[config.mk]
export PLATFORM = sky130hd
export DESIGN_NAME = top_bus_master_flat
export DESIGN_NICKNAME = d
export VERILOG_FILES = /design/src/rtl/top_bus_master_if.sv /design/src/rtl/top_bus_master.sv /design/src/flat_wrapper.sv
export SDC_FILE = /design/constraint.sdc
export NUM_CORES = 1
export LEC_CHECK = 0
export BUFFER_PORTS_ARGS = -buffer_cell sky130_fd_sc_hd__buf_2
export CORE_MARGIN = 10
export CORE_UTILIZATION = 40
export CTS_CLUSTER_SIZE = 8
export DETAILED_ROUTE_END_ITERATION = 6
export GPL_TIMING_DRIVEN = 0
export SYNTH_ARGS = -nofsm -noshare
export SYNTH_HDL_FRONTEND = slang
export SYNTH_SLANG_ARGS = --single-unit
[constraint.sdc]
create_clock -name osc -period 2 [get_ports osc]
set_input_delay 0.4 -clock osc [delete_from_list [all_inputs] [get_ports osc]]
set_output_delay 0.4 -clock osc [all_outputs]
set_load 0.02 [all_outputs]
[src/rtl/top_bus_master_if.sv]
// Request/response and shared-bus signals of the register bus initiator.
// Handshake: a request transfers on any cycle where req_valid && req_ready;
// the requester holds its fields stable only for that cycle. rsp_valid is a
// single-cycle pulse with no back-pressure.
interface top_bus_master_if;
  logic       req_valid;
  logic       req_ready;
  logic       req_write;
  logic [7:0] req_addr;
  logic [7:0] req_wdata;
  logic       rsp_valid;
  logic [7:0] rsp_rdata;
  logic [7:0] bus_data_out;
  logic       bus_data_oe;
  logic [7:0] bus_data_in;
  logic       ale;
  logic       write;
  logic       read;

  modport master (
    input  req_valid, req_write, req_addr, req_wdata, bus_data_in,
    output req_ready, rsp_valid, rsp_rdata, bus_data_out, bus_data_oe,
           ale, write, read
  );

  modport slave (
    output req_valid, req_write, req_addr, req_wdata, bus_data_in,
    input  req_ready, rsp_valid, rsp_rdata, bus_data_out, bus_data_oe,
           ale, write, read
  );
endinterface

[src/rtl/top_bus_master.sv]
// Register bus initiator: turns single read/write requests into timed
// ale / write / read strobe cycles on the shared 8-bit data bus.
module top_bus_master #(
  parameter int T_ALE    = 2,
  parameter int T_SETUP  = 2,
  parameter int T_STROBE = 3,
  parameter int T_HOLD   = 1
) (
  input  logic              osc,
  input  logic              rst,
  top_bus_master_if.master  bus,
  output logic [3:0]        state_dbg
);

  typedef enum logic [3:0] {
    IDLE, ADDR, AHOLD, WSETUP, WSTROBE, WHOLD, RTURN, RSTROBE, RHOLD, DONE
  } state_t;

  // Counter reload values; a zero-length phase still lasts one cycle.
  localparam logic [7:0] N_ALE    = (T_ALE    < 1) ? 8'd0 : 8'(T_ALE - 1);
  localparam logic [7:0] N_SETUP  = (T_SETUP  < 1) ? 8'd0 : 8'(T_SETUP - 1);
  localparam logic [7:0] N_STROBE = (T_STROBE < 1) ? 8'd0 : 8'(T_STROBE - 1);
  localparam logic [7:0] N_HOLD   = (T_HOLD   < 1) ? 8'd0 : 8'(T_HOLD - 1);

  state_t     state;
  logic [7:0] cnt;
  logic [7:0] cur_addr;
  logic [7:0] cur_wdata;
  logic       cur_write;
  logic [7:0] last_addr;
  logic       addr_known;

  assign state_dbg = state;

  always_ff @(posedge osc or posedge rst) begin
    if (rst) begin
      state            <= IDLE;
      cnt              <= 8'd0;
      cur_addr         <= 8'd0;
      cur_wdata        <= 8'd0;
      cur_write        <= 1'b0;
      last_addr        <= 8'd0;
      addr_known       <= 1'b0;
      bus.ale          <= 1'b0;
      bus.write        <= 1'b1;
      bus.read         <= 1'b1;
      bus.bus_data_oe  <= 1'b0;
      bus.bus_data_out <= 8'd0;
      bus.req_ready    <= 1'b1;
      bus.rsp_valid    <= 1'b0;
      bus.rsp_rdata    <= 8'd0;
    end else begin
      case (state)
        IDLE: begin
          if (bus.req_valid && bus.req_ready) begin
            bus.req_ready <= 1'b0;
            cur_addr      <= bus.req_addr;
            cur_wdata     <= bus.req_wdata;
            cur_write     <= bus.req_write;
            if (addr_known && bus.req_addr == last_addr) begin
              // Responder already holds this address: go straight to data.
              cnt <= N_SETUP;
              if (bus.req_write) begin
                state            <= WSETUP;
                bus.bus_data_oe  <= 1'b1;
                bus.bus_data_out <= bus.req_wdata;
              end else begin
                state           <= RTURN;
                bus.bus_data_oe <= 1'b0;
              end
            end else begin
              state            <= ADDR;
              cnt              <= N_ALE;
              bus.ale          <= 1'b1;
              bus.bus_data_oe  <= 1'b1;
              bus.bus_data_out <= bus.req_addr;
            end
          end
        end
        ADDR: begin
          if (cnt == 8'd0) begin
            state   <= AHOLD;
            cnt     <= N_HOLD;
            bus.ale <= 1'b0;
          end else begin
            cnt <= cnt - 8'd1;
          end
        end
        AHOLD: begin
          if (cnt == 8'd0) begin
            last_addr  <= cur_addr;
            addr_known <= 1'b1;
            cnt        <= N_SETUP;
            if (cur_write) begin
              state            <= WSETUP;
              bus.bus_data_out <= cur_wdata;
            end else begin
              state           <= RTURN;
              bus.bus_data_oe <= 1'b0;
            end
          end else begin
            cnt <= cnt - 8'd1;
          end
        end
        WSETUP: begin
          if (cnt == 8'd0) begin
            state     <= WSTROBE;
            cnt       <= N_STROBE;
            bus.write <= 1'b0;
          end else begin
            cnt <= cnt - 8'd1;
          end
        end
        WSTROBE: begin
          if (cnt == 8'd0) begin
            state     <= WHOLD;
            cnt       <= N_HOLD;
            bus.write <= 1'b1;
          end else begin
            cnt <= cnt - 8'd1;
          end
        end
        WHOLD: begin
          if (cnt == 8'd0) begin
            state           <= DONE;
            bus.bus_data_oe <= 1'b0;
            bus.rsp_valid   <= 1'b1;
          end else begin
            cnt <= cnt - 8'd1;
          end
        end
        RTURN: begin
          if (cnt == 8'd0) begin
            state    <= RSTROBE;
            cnt      <= N_STROBE;
            bus.read <= 1'b0;
          end else begin
            cnt <= cnt - 8'd1;
          end
        end
        RSTROBE: begin
          if (cnt == 8'd0) begin
            // Sample while the responder is still driving, before read rises.
            bus.rsp_rdata <= bus.bus_data_in;
            state         <= RHOLD;
            cnt           <= N_HOLD;
            bus.read      <= 1'b1;
          end else begin
            cnt <= cnt - 8'd1;
          end
        end
        RHOLD: begin
          if (cnt == 8'd0) begin
            state         <= DONE;
            bus.rsp_valid <= 1'b1;
          end else begin
            cnt <= cnt - 8'd1;
          end
        end
        DONE: begin
          state           <= IDLE;
          bus.rsp_valid   <= 1'b0;
          bus.req_ready   <= 1'b1;
          bus.bus_data_oe <= 1'b0;
        end
        default: begin
          state           <= IDLE;
          bus.ale         <= 1'b0;
          bus.write       <= 1'b1;
          bus.read        <= 1'b1;
          bus.bus_data_oe <= 1'b0;
          bus.rsp_valid   <= 1'b0;
          bus.req_ready   <= 1'b1;
        end
      endcase
    end
  end

endmodule

[src/flat_wrapper.sv]
// flat-port wrapper written by rule: the top's interface ports become plain ports
module top_bus_master_flat 
#(
  parameter int T_ALE    = 2,
  parameter int T_SETUP  = 2,
  parameter int T_STROBE = 3,
  parameter int T_HOLD   = 1
)
  (osc, rst, state_dbg, bus_req_valid, bus_req_write, bus_req_addr, bus_req_wdata, bus_bus_data_in, bus_req_ready, bus_rsp_valid, bus_rsp_rdata, bus_bus_data_out, bus_bus_data_oe, bus_ale, bus_write, bus_read);
  top_bus_master_if bus_i ();
  input  logic osc;
  input  logic rst;
  output logic [3:0] state_dbg;
  input wire logic [$bits(bus_i.req_valid)-1:0] bus_req_valid;
  input wire logic [$bits(bus_i.req_write)-1:0] bus_req_write;
  input wire logic [$bits(bus_i.req_addr)-1:0] bus_req_addr;
  input wire logic [$bits(bus_i.req_wdata)-1:0] bus_req_wdata;
  input wire logic [$bits(bus_i.bus_data_in)-1:0] bus_bus_data_in;
  output wire logic [$bits(bus_i.req_ready)-1:0] bus_req_ready;
  output wire logic [$bits(bus_i.rsp_valid)-1:0] bus_rsp_valid;
  output wire logic [$bits(bus_i.rsp_rdata)-1:0] bus_rsp_rdata;
  output wire logic [$bits(bus_i.bus_data_out)-1:0] bus_bus_data_out;
  output wire logic [$bits(bus_i.bus_data_oe)-1:0] bus_bus_data_oe;
  output wire logic [$bits(bus_i.ale)-1:0] bus_ale;
  output wire logic [$bits(bus_i.write)-1:0] bus_write;
  output wire logic [$bits(bus_i.read)-1:0] bus_read;
  assign bus_i.req_valid = bus_req_valid;
  assign bus_i.req_write = bus_req_write;
  assign bus_i.req_addr = bus_req_addr;
  assign bus_i.req_wdata = bus_req_wdata;
  assign bus_i.bus_data_in = bus_bus_data_in;
  assign bus_req_ready = bus_i.req_ready;
  assign bus_rsp_valid = bus_i.rsp_valid;
  assign bus_rsp_rdata = bus_i.rsp_rdata;
  assign bus_bus_data_out = bus_i.bus_data_out;
  assign bus_bus_data_oe = bus_i.bus_data_oe;
  assign bus_ale = bus_i.ale;
  assign bus_write = bus_i.write;
  assign bus_read = bus_i.read;
  top_bus_master #(.T_ALE(T_ALE), .T_SETUP(T_SETUP), .T_STROBE(T_STROBE), .T_HOLD(T_HOLD)) u_core (.osc(osc), .rst(rst), .bus(bus_i), .state_dbg(state_dbg));
endmodule
-- After elaboration in Yosys (flattened, before gate mapping)
Index checks and enable logic that the tools add are counted.
- muxes and demuxes: 40
- $add $sub $neg: 1
- reduce and logical (&&, ||, !) cells: 27
- equal/unequal tests: 24
- bitwise gates (word level): 6
- operators by type and width (cell ; number):
    2-to-1 mux 8 bit ; 10
    one-hot mux 8 bit (5 select lines) ; 1
    2-to-1 mux 4 bit ; 8
    one-hot mux 4 bit (8 select lines) ; 1
    OR reduction 8 bit ; 4
    != test 2 x 1 -> 1 bit, second input constant ; 10
    == test 4 x 3 -> 1 bit, second input constant ; 4
    one-hot mux 8 bit (2 select lines) ; 1
    2-to-1 mux 1 bit ; 10
    AND reduction 2 bit ; 5
    AND reduction 5 bit ; 2
    2-to-1 mux 3 bit ; 3
    one-hot mux 1 bit (3 select lines) ; 3
    AND reduction 3 bit ; 3
    == test 4 x 2 -> 1 bit, second input constant ; 2
    == test 4 bit, second input constant ; 2
    == test 8 bit ; 1
    logical NOT 8 bit ; 1
    AND reduction 8 bit ; 1
    subtractor 8 x 1 -> 8 bit, second input constant ; 1
    OR reduction 7 bit ; 1
    != test 2 bit, second input constant ; 3
    inverter 1 bit ; 6
    OR reduction 6 bit ; 1
    11 further kinds ; 14
- output and inout port bits: 26
- word-level logic and storage cells: 113
- input bits: 28
- bits in registers: 60

-- Depth between registers and ports, before layout
- word-level depth: 5
- mapped depth: 8
- gate-level depth less buffers: 7

-- Worst setup path after synthesis
OpenSTA, ideal clock, no wires.
- kind: register to register
- start point: reg u_core.state[0], in the netlist u_core.state_dbg[0]
- end point: reg u_core.cur_addr[0]
- clock period less this slack: 2.262 ns
- slack: -0.262 ns
- library setup time: 0.125 ns
- path buffers: 3
- cell stages (with the launch flop): 7
- data required time: 1.875 ns
- arrival: 2.138 ns
- path through: dfrtp_1 -> buf_6 -> or4_4 -> buf_6 -> nor2_2 -> buf_2 -> mux2_2
- longest elaborated chain between the ends: 2
- RTL lines (what ; RTL line ; text):
    start: declaration ; top_bus_master.sv:25 ; state_t state;
    start signal: assignment ; top_bus_master.sv:37 ; state <= IDLE;
    start signal: assignment ; top_bus_master.sv:64 ; state <= WSETUP;
    start signal: assignment ; top_bus_master.sv:68 ; state <= RTURN;
    logical NOT 4 bit ; top_bus_master.sv:53 ; case (state)
    AND reduction 2 bit (no source line) ; n/a ;
    end signal: assignment ; top_bus_master.sv:57 ; cur_addr <= bus.req_addr;
    end: declaration ; top_bus_master.sv:27 ; logic [7:0] cur_addr;
No other way between the ends.
A chain may end at the register's enable or synchronous reset.

-- Worst setup path after layout
- start point: reg u_core.state[0], in the netlist u_core.state_dbg[0]
- end point: reg u_core.bus.bus_data_out[7]
- longest elaborated chain between the ends: 3
- elaborated cells between the ends (all ways): 9
- those cells by class: eq/ne: 5; mux: 1; reduce/logical: 3
- RTL lines (what ; RTL line ; text):
    == test 4 x 2 -> 1 bit / logical NOT 4 bit (equally long branches) ; top_bus_master.sv:53 ;
    != test 2 x 1 -> 1 bit (no source line) (tied with other cells) ; n/a ;
    AND reduction 5 bit (no source line) ; n/a ;
    end signal: assignment ; top_bus_master.sv:66 ; bus.bus_data_out <= bus.req_wdata;
    end signal: assignment ; top_bus_master.sv:76 ; bus.bus_data_out <= bus.req_addr;
    end signal: assignment ; top_bus_master.sv:96 ; bus.bus_data_out <= cur_wdata;
    end: declaration ; top_bus_master_if.sv:22 ; output req_ready, rsp_valid, rsp_rdata, bus_data_out, bus_data_oe,
Parallel ways exist; a longest one is shown, timed or not.

==> results <==
- The least setup slack across all paths after layout is -0.150 ns.
- The count of final setup violators is 14.
- The via count of the first global-routing pass is 2660.
- The flow ran to the end, but the final reports show violations.
- The clock net in this run drives a total of 60 sinks.
- The worst max-slew margin expressed relative to the limit is 64.6%.
- Counting both buffers and inverters, the worst setup path holds a total of 1.
- The final net count is 412.
- After detailed routing, the average wire length per cell comes to 17.5 um.
- Input and output buffers added on the ports amount to 53.
- 54 I/O pins were placed.
- TritonCTS built the clock tree.
- Global routing finished with a remaining overflow of 0.
- The global-route wire length before repair is 13600 um.
- Power spread over the standard cell area amounts to 571 nW/um2.
- The number of nets in the synthesized netlist is 329.
- The type of the worst min-delay path is in -> async.
- The floorplan die width is 109 um.
- The number of synthesized flops with an enable pin is 0.
- The number of antenna violations at the first check in global routing is 0.
- The critical path is of the reg -> reg type.
- For the pin with the worst max-slew slack, the measured transition is 0.530 ns.
- Cells fill 54.3% of the core in the end.
- Setup repair after global routing could not meet its margin everywhere.
- The count of hold buffers inserted by post-cts repair is 0.
- Global routing consumed, over all layers together, 14.5% of the routing resources.
- The core region is 7730 um2.
- The die height is 109 um.
- The top achievable clock speed is 0.465 GHz.
- The die covers 11900 um2.
- The first TritonRoute pass finished after 5 iterations.
- The clock latency at the later pin of the worst-skew pair is 0.34 ns.
- The internal portion of the total power is 1.85 mW.
- The via total after detailed routing is 2620.
- The share of cells above drive strength 1 is 47.9%.
- The final period utilization is 107%.
- The switching share of power is 22.7%.
- The post-DP HPWL is 5780 um.
- The peak fanout along the critical path is 10.
- The post-synthesis area per instance is 10.6 um2.
- The instance count after placement with tap cells included is 455.
- The post-route minimum period is 2.15 ns.
- The area added between synthesis and finish is 31.8%.
- The largest single stage delay on the critical path is 0.53 ns.
- The repair_antennas step left the layout with diodes totalling 0.
- Leaving out fill and tap cells, the most frequent cells in the layout are 55 x buf_2, 54 x dfrtp_1, 41 x mux2_2.
- The filler-free cell count of the finished design is 488.
- The number of nets still failing antenna checks after routing is 0.
- The number of pins with negative max-slew slack in the final report was 0.
- The clock root buffer master is clkbuf_8.
- In this run, the number of DRC markers left after iteration 0 of detailed routing was 119.
- For the final database, setup skew stands at 0.00647 ns.
- Of the total power, registers draw 50.7%.
- In this run, distinct cell masters in the synthesized netlist total 53.
- The final routed wirelength across all metal layers is 8530 um.
- After detailed routing, the number of vias per cell comes to 5.37.
- The total clock buffers created by CTS is 9.
- The kind of cell adding the most delay to the critical path is simple AND/OR/NAND/NOR gates.
- The level count of the clock H-tree is 3.
- The category of the worst setup path launch point is a flop.
- After synthesis the cells add up to 3180 um2.
- The logic gate share of total power is 4.0%.
- In this run the core area contains 32 standard-cell rows.
- At the placement stage, the worst setup path has a slack of -0.546 ns.
- The slowest stage of the critical path belongs to the cell or4b_4.
- The tool flagged a number of max-cap violations equal to 0.
- The proportion of synthesized flip-flops having asynchronous set or reset is 100%.
- Summed over all nets, the switching power comes to 0.543 mW.
- The final-report hold violation count is 0.
- The clock tree buffer depth is 2.
- The post-detailed-route DRC marker count is 0.
- The checks that failed: setup timing.
- STA puts the critical path data required time at 2.27 ns.
- The share of power burned in the clock network is 45.3%.
- The largest net degree at the start of global routing is 40.
- After synthesis, flip-flops and latches occupy 47.3% of the total area.
- The register bit total from synthesis is 60.
- The placer congestion estimate is 0.863.
- On the final layout, the worst hold slack is 0.0887 ns.
- The signal on the critical path passes through or4_4, nor2_4, or4b_4, buf_12, nand2_4, o2bb2ai_1.
- Across the VDD grid, the largest voltage drop is 0.346 mV.
- After clock tree synthesis, the clock-pin slew on the worst setup and hold paths is 0.07 ns.
- The library cell used most frequently in the layout, excluding fill and tap cells, is buf_2.
- The worst setup path is captured at a flop.
- In the synthesized netlist the dominant register cell turns out to be dfrtp_1.
- Once the floorplan was initialized, standard cells occupied 41.2% of the core.
- The endpoint arrival time on the critical path is 2.42 ns.
- The count of synthesis-stage warnings from yosys is 0.
- The static leakage power is 1.94 nW.
- In the synthesized netlist, the number of instances is 299.
==> layout make-up <==
cell class              count  area, um2
plain buffers              13       91.3
clock buffers              10        138
clock inverters             5       52.6
fillers                   693       3530
inverters                   8       30.0
multi-input cells         216       1770
flip-flops and latches     60       1510
well taps                 102        128
repair buffers             74        475
==> power groups by stage <==
stage / Clock (mW) / Combinational (mW) / Sequential, mW
finish: 1.08 / 0.0961 / 1.21
global route: 1.15 / 0.108 / 1.21
CTS: 1.11 / 0.0978 / 1.21
detailed placement: 0 / 0.0964 / 1.24
global placement: 0 / 0.0900 / 1.24
floorplan: 0 / 0.0423 / 1.24
==> synth_stat cells (2+ instances only) <==
cell type	n	area, um2
nand3_1	10	50.1
a311oi_1	2	17.5
nor2b_1	3	18.8
a21oi_1	14	70.1
buf_2	2	10.0
a2bb2oi_1	2	17.5
buf_6	3	33.8
a31oi_1	2	12.5
nor3b_1	2	15.0
a21o_1	2	15.0
nand2b_1	11	68.8
a211oi_1	2	15.0
dfstp_2	3	78.8
nor4_1	2	12.5
nor2_2	3	18.8
ha_1	2	25.0
o2bb2ai_1	10	87.6
buf_1	2	7.51
a211o_1	2	17.5
nor3_2	2	20.0
or3_1	5	31.3
nor2_1	25	93.8
or3b_2	2	17.5
inv_1	8	30.0
nand2_1	18	67.6
dfrtp_1	57	1430
o31ai_1	3	22.5
o21ai_0	14	70.1
xnor2_1	9	78.8
nor3_1	5	25.0
clkbuf_1	9	33.8
mux2_2	41	462
o22a_1	2	17.5
==> path summary, 6_finish.rpt <==
path                                          start  cells past startpoint  slack (ns)                    endpoint
worst max-delay path            u_core.state_dbg[0]                      6       -0.15  u_core.bus.bus_data_out[7]
worst min-delay path                            rst                      2        0.09     u_core.bus.rsp_rdata[4]
worst max register to register  u_core.state_dbg[0]                      6       -0.15  u_core.bus.bus_data_out[7]
worst min register to register    u_core.addr_known                      1        0.48           u_core.addr_known
max in group asynchronous                       rst                      3        1.26        u_core.bus.req_ready
min in group osc                 bus_bus_data_in[4]                      2        0.28     u_core.bus.rsp_rdata[4]
==> registers in the layout (all words and copies together) (netlist names), 4 cells and up <==
signal                   flops
u_core.cur_wdata             8
u_core.state_dbg             4
u_core.cnt                   8
u_core.bus.bus_data_out      8
u_core.cur_addr              8
u_core.bus.rsp_rdata         8
u_core.last_addr             8
==> per-stage QoR <==
stage | total power, mW | TNS (ns) | instance area (um2)
floorplan | 1.28 | -0.867 | 3230
global placement | 1.33 | -55.06 | 3620
detailed placement | 1.33 | -13.70 | 3640
CTS | 2.42 | -2.31 | 4050
global route | 2.47 | -2.68 | 4190
finish | 2.39 | -1.42 | 4190
==> timing repair <==
item                                    CTS  global route
setup buffers                            13             6
endpoints found under the setup margin   48            38
gates resized for setup                  21            30
pin swaps                                12             6
gates cloned                              1             1
==> cells by family (layout without fill, tap and decap cells) <==
logic type | after synthesis | after routing | share of synthesized area (%)
buffers and inverters | 24 | 110 | 3.62
and+or+nand+nor | 97 | 98 | 16.5
adders and majority gates | 2 | 2 | 0.787
muxes | 41 | 41 | 14.5
xor gates and xnor gates | 9 | 9 | 2.48
AOI/OAI and AO/OA | 66 | 66 | 14.8
DFF | 60 | 60 | 47.3
==> worst reg2reg max path, delay by kind of cell (launching register included) <==
family	cells	cell delay [ns]
flip-flops	1	0.49
AO/OA/AOI/OAI	1	0.11
AND/OR/NAND/NOR	4	1.30
buffers and inverters	1	0.18
==> routing by layer <==
| metal | up-vias | track usage, % | part of all wire, % |
|---|---|---|---|
| met5 | - | 0 | 0 |
| met4 | 0 | 6.51 | 1.4 |
| met3 | 10 | 2.65 | 4.0 |
| met2 | 56 | 22.8 | 49 |
| met1 | 1307 | 19.0 | 46 |
| li1 | 1247 | - | - |
Note: power is estimated with default switching activity, not from simulation.
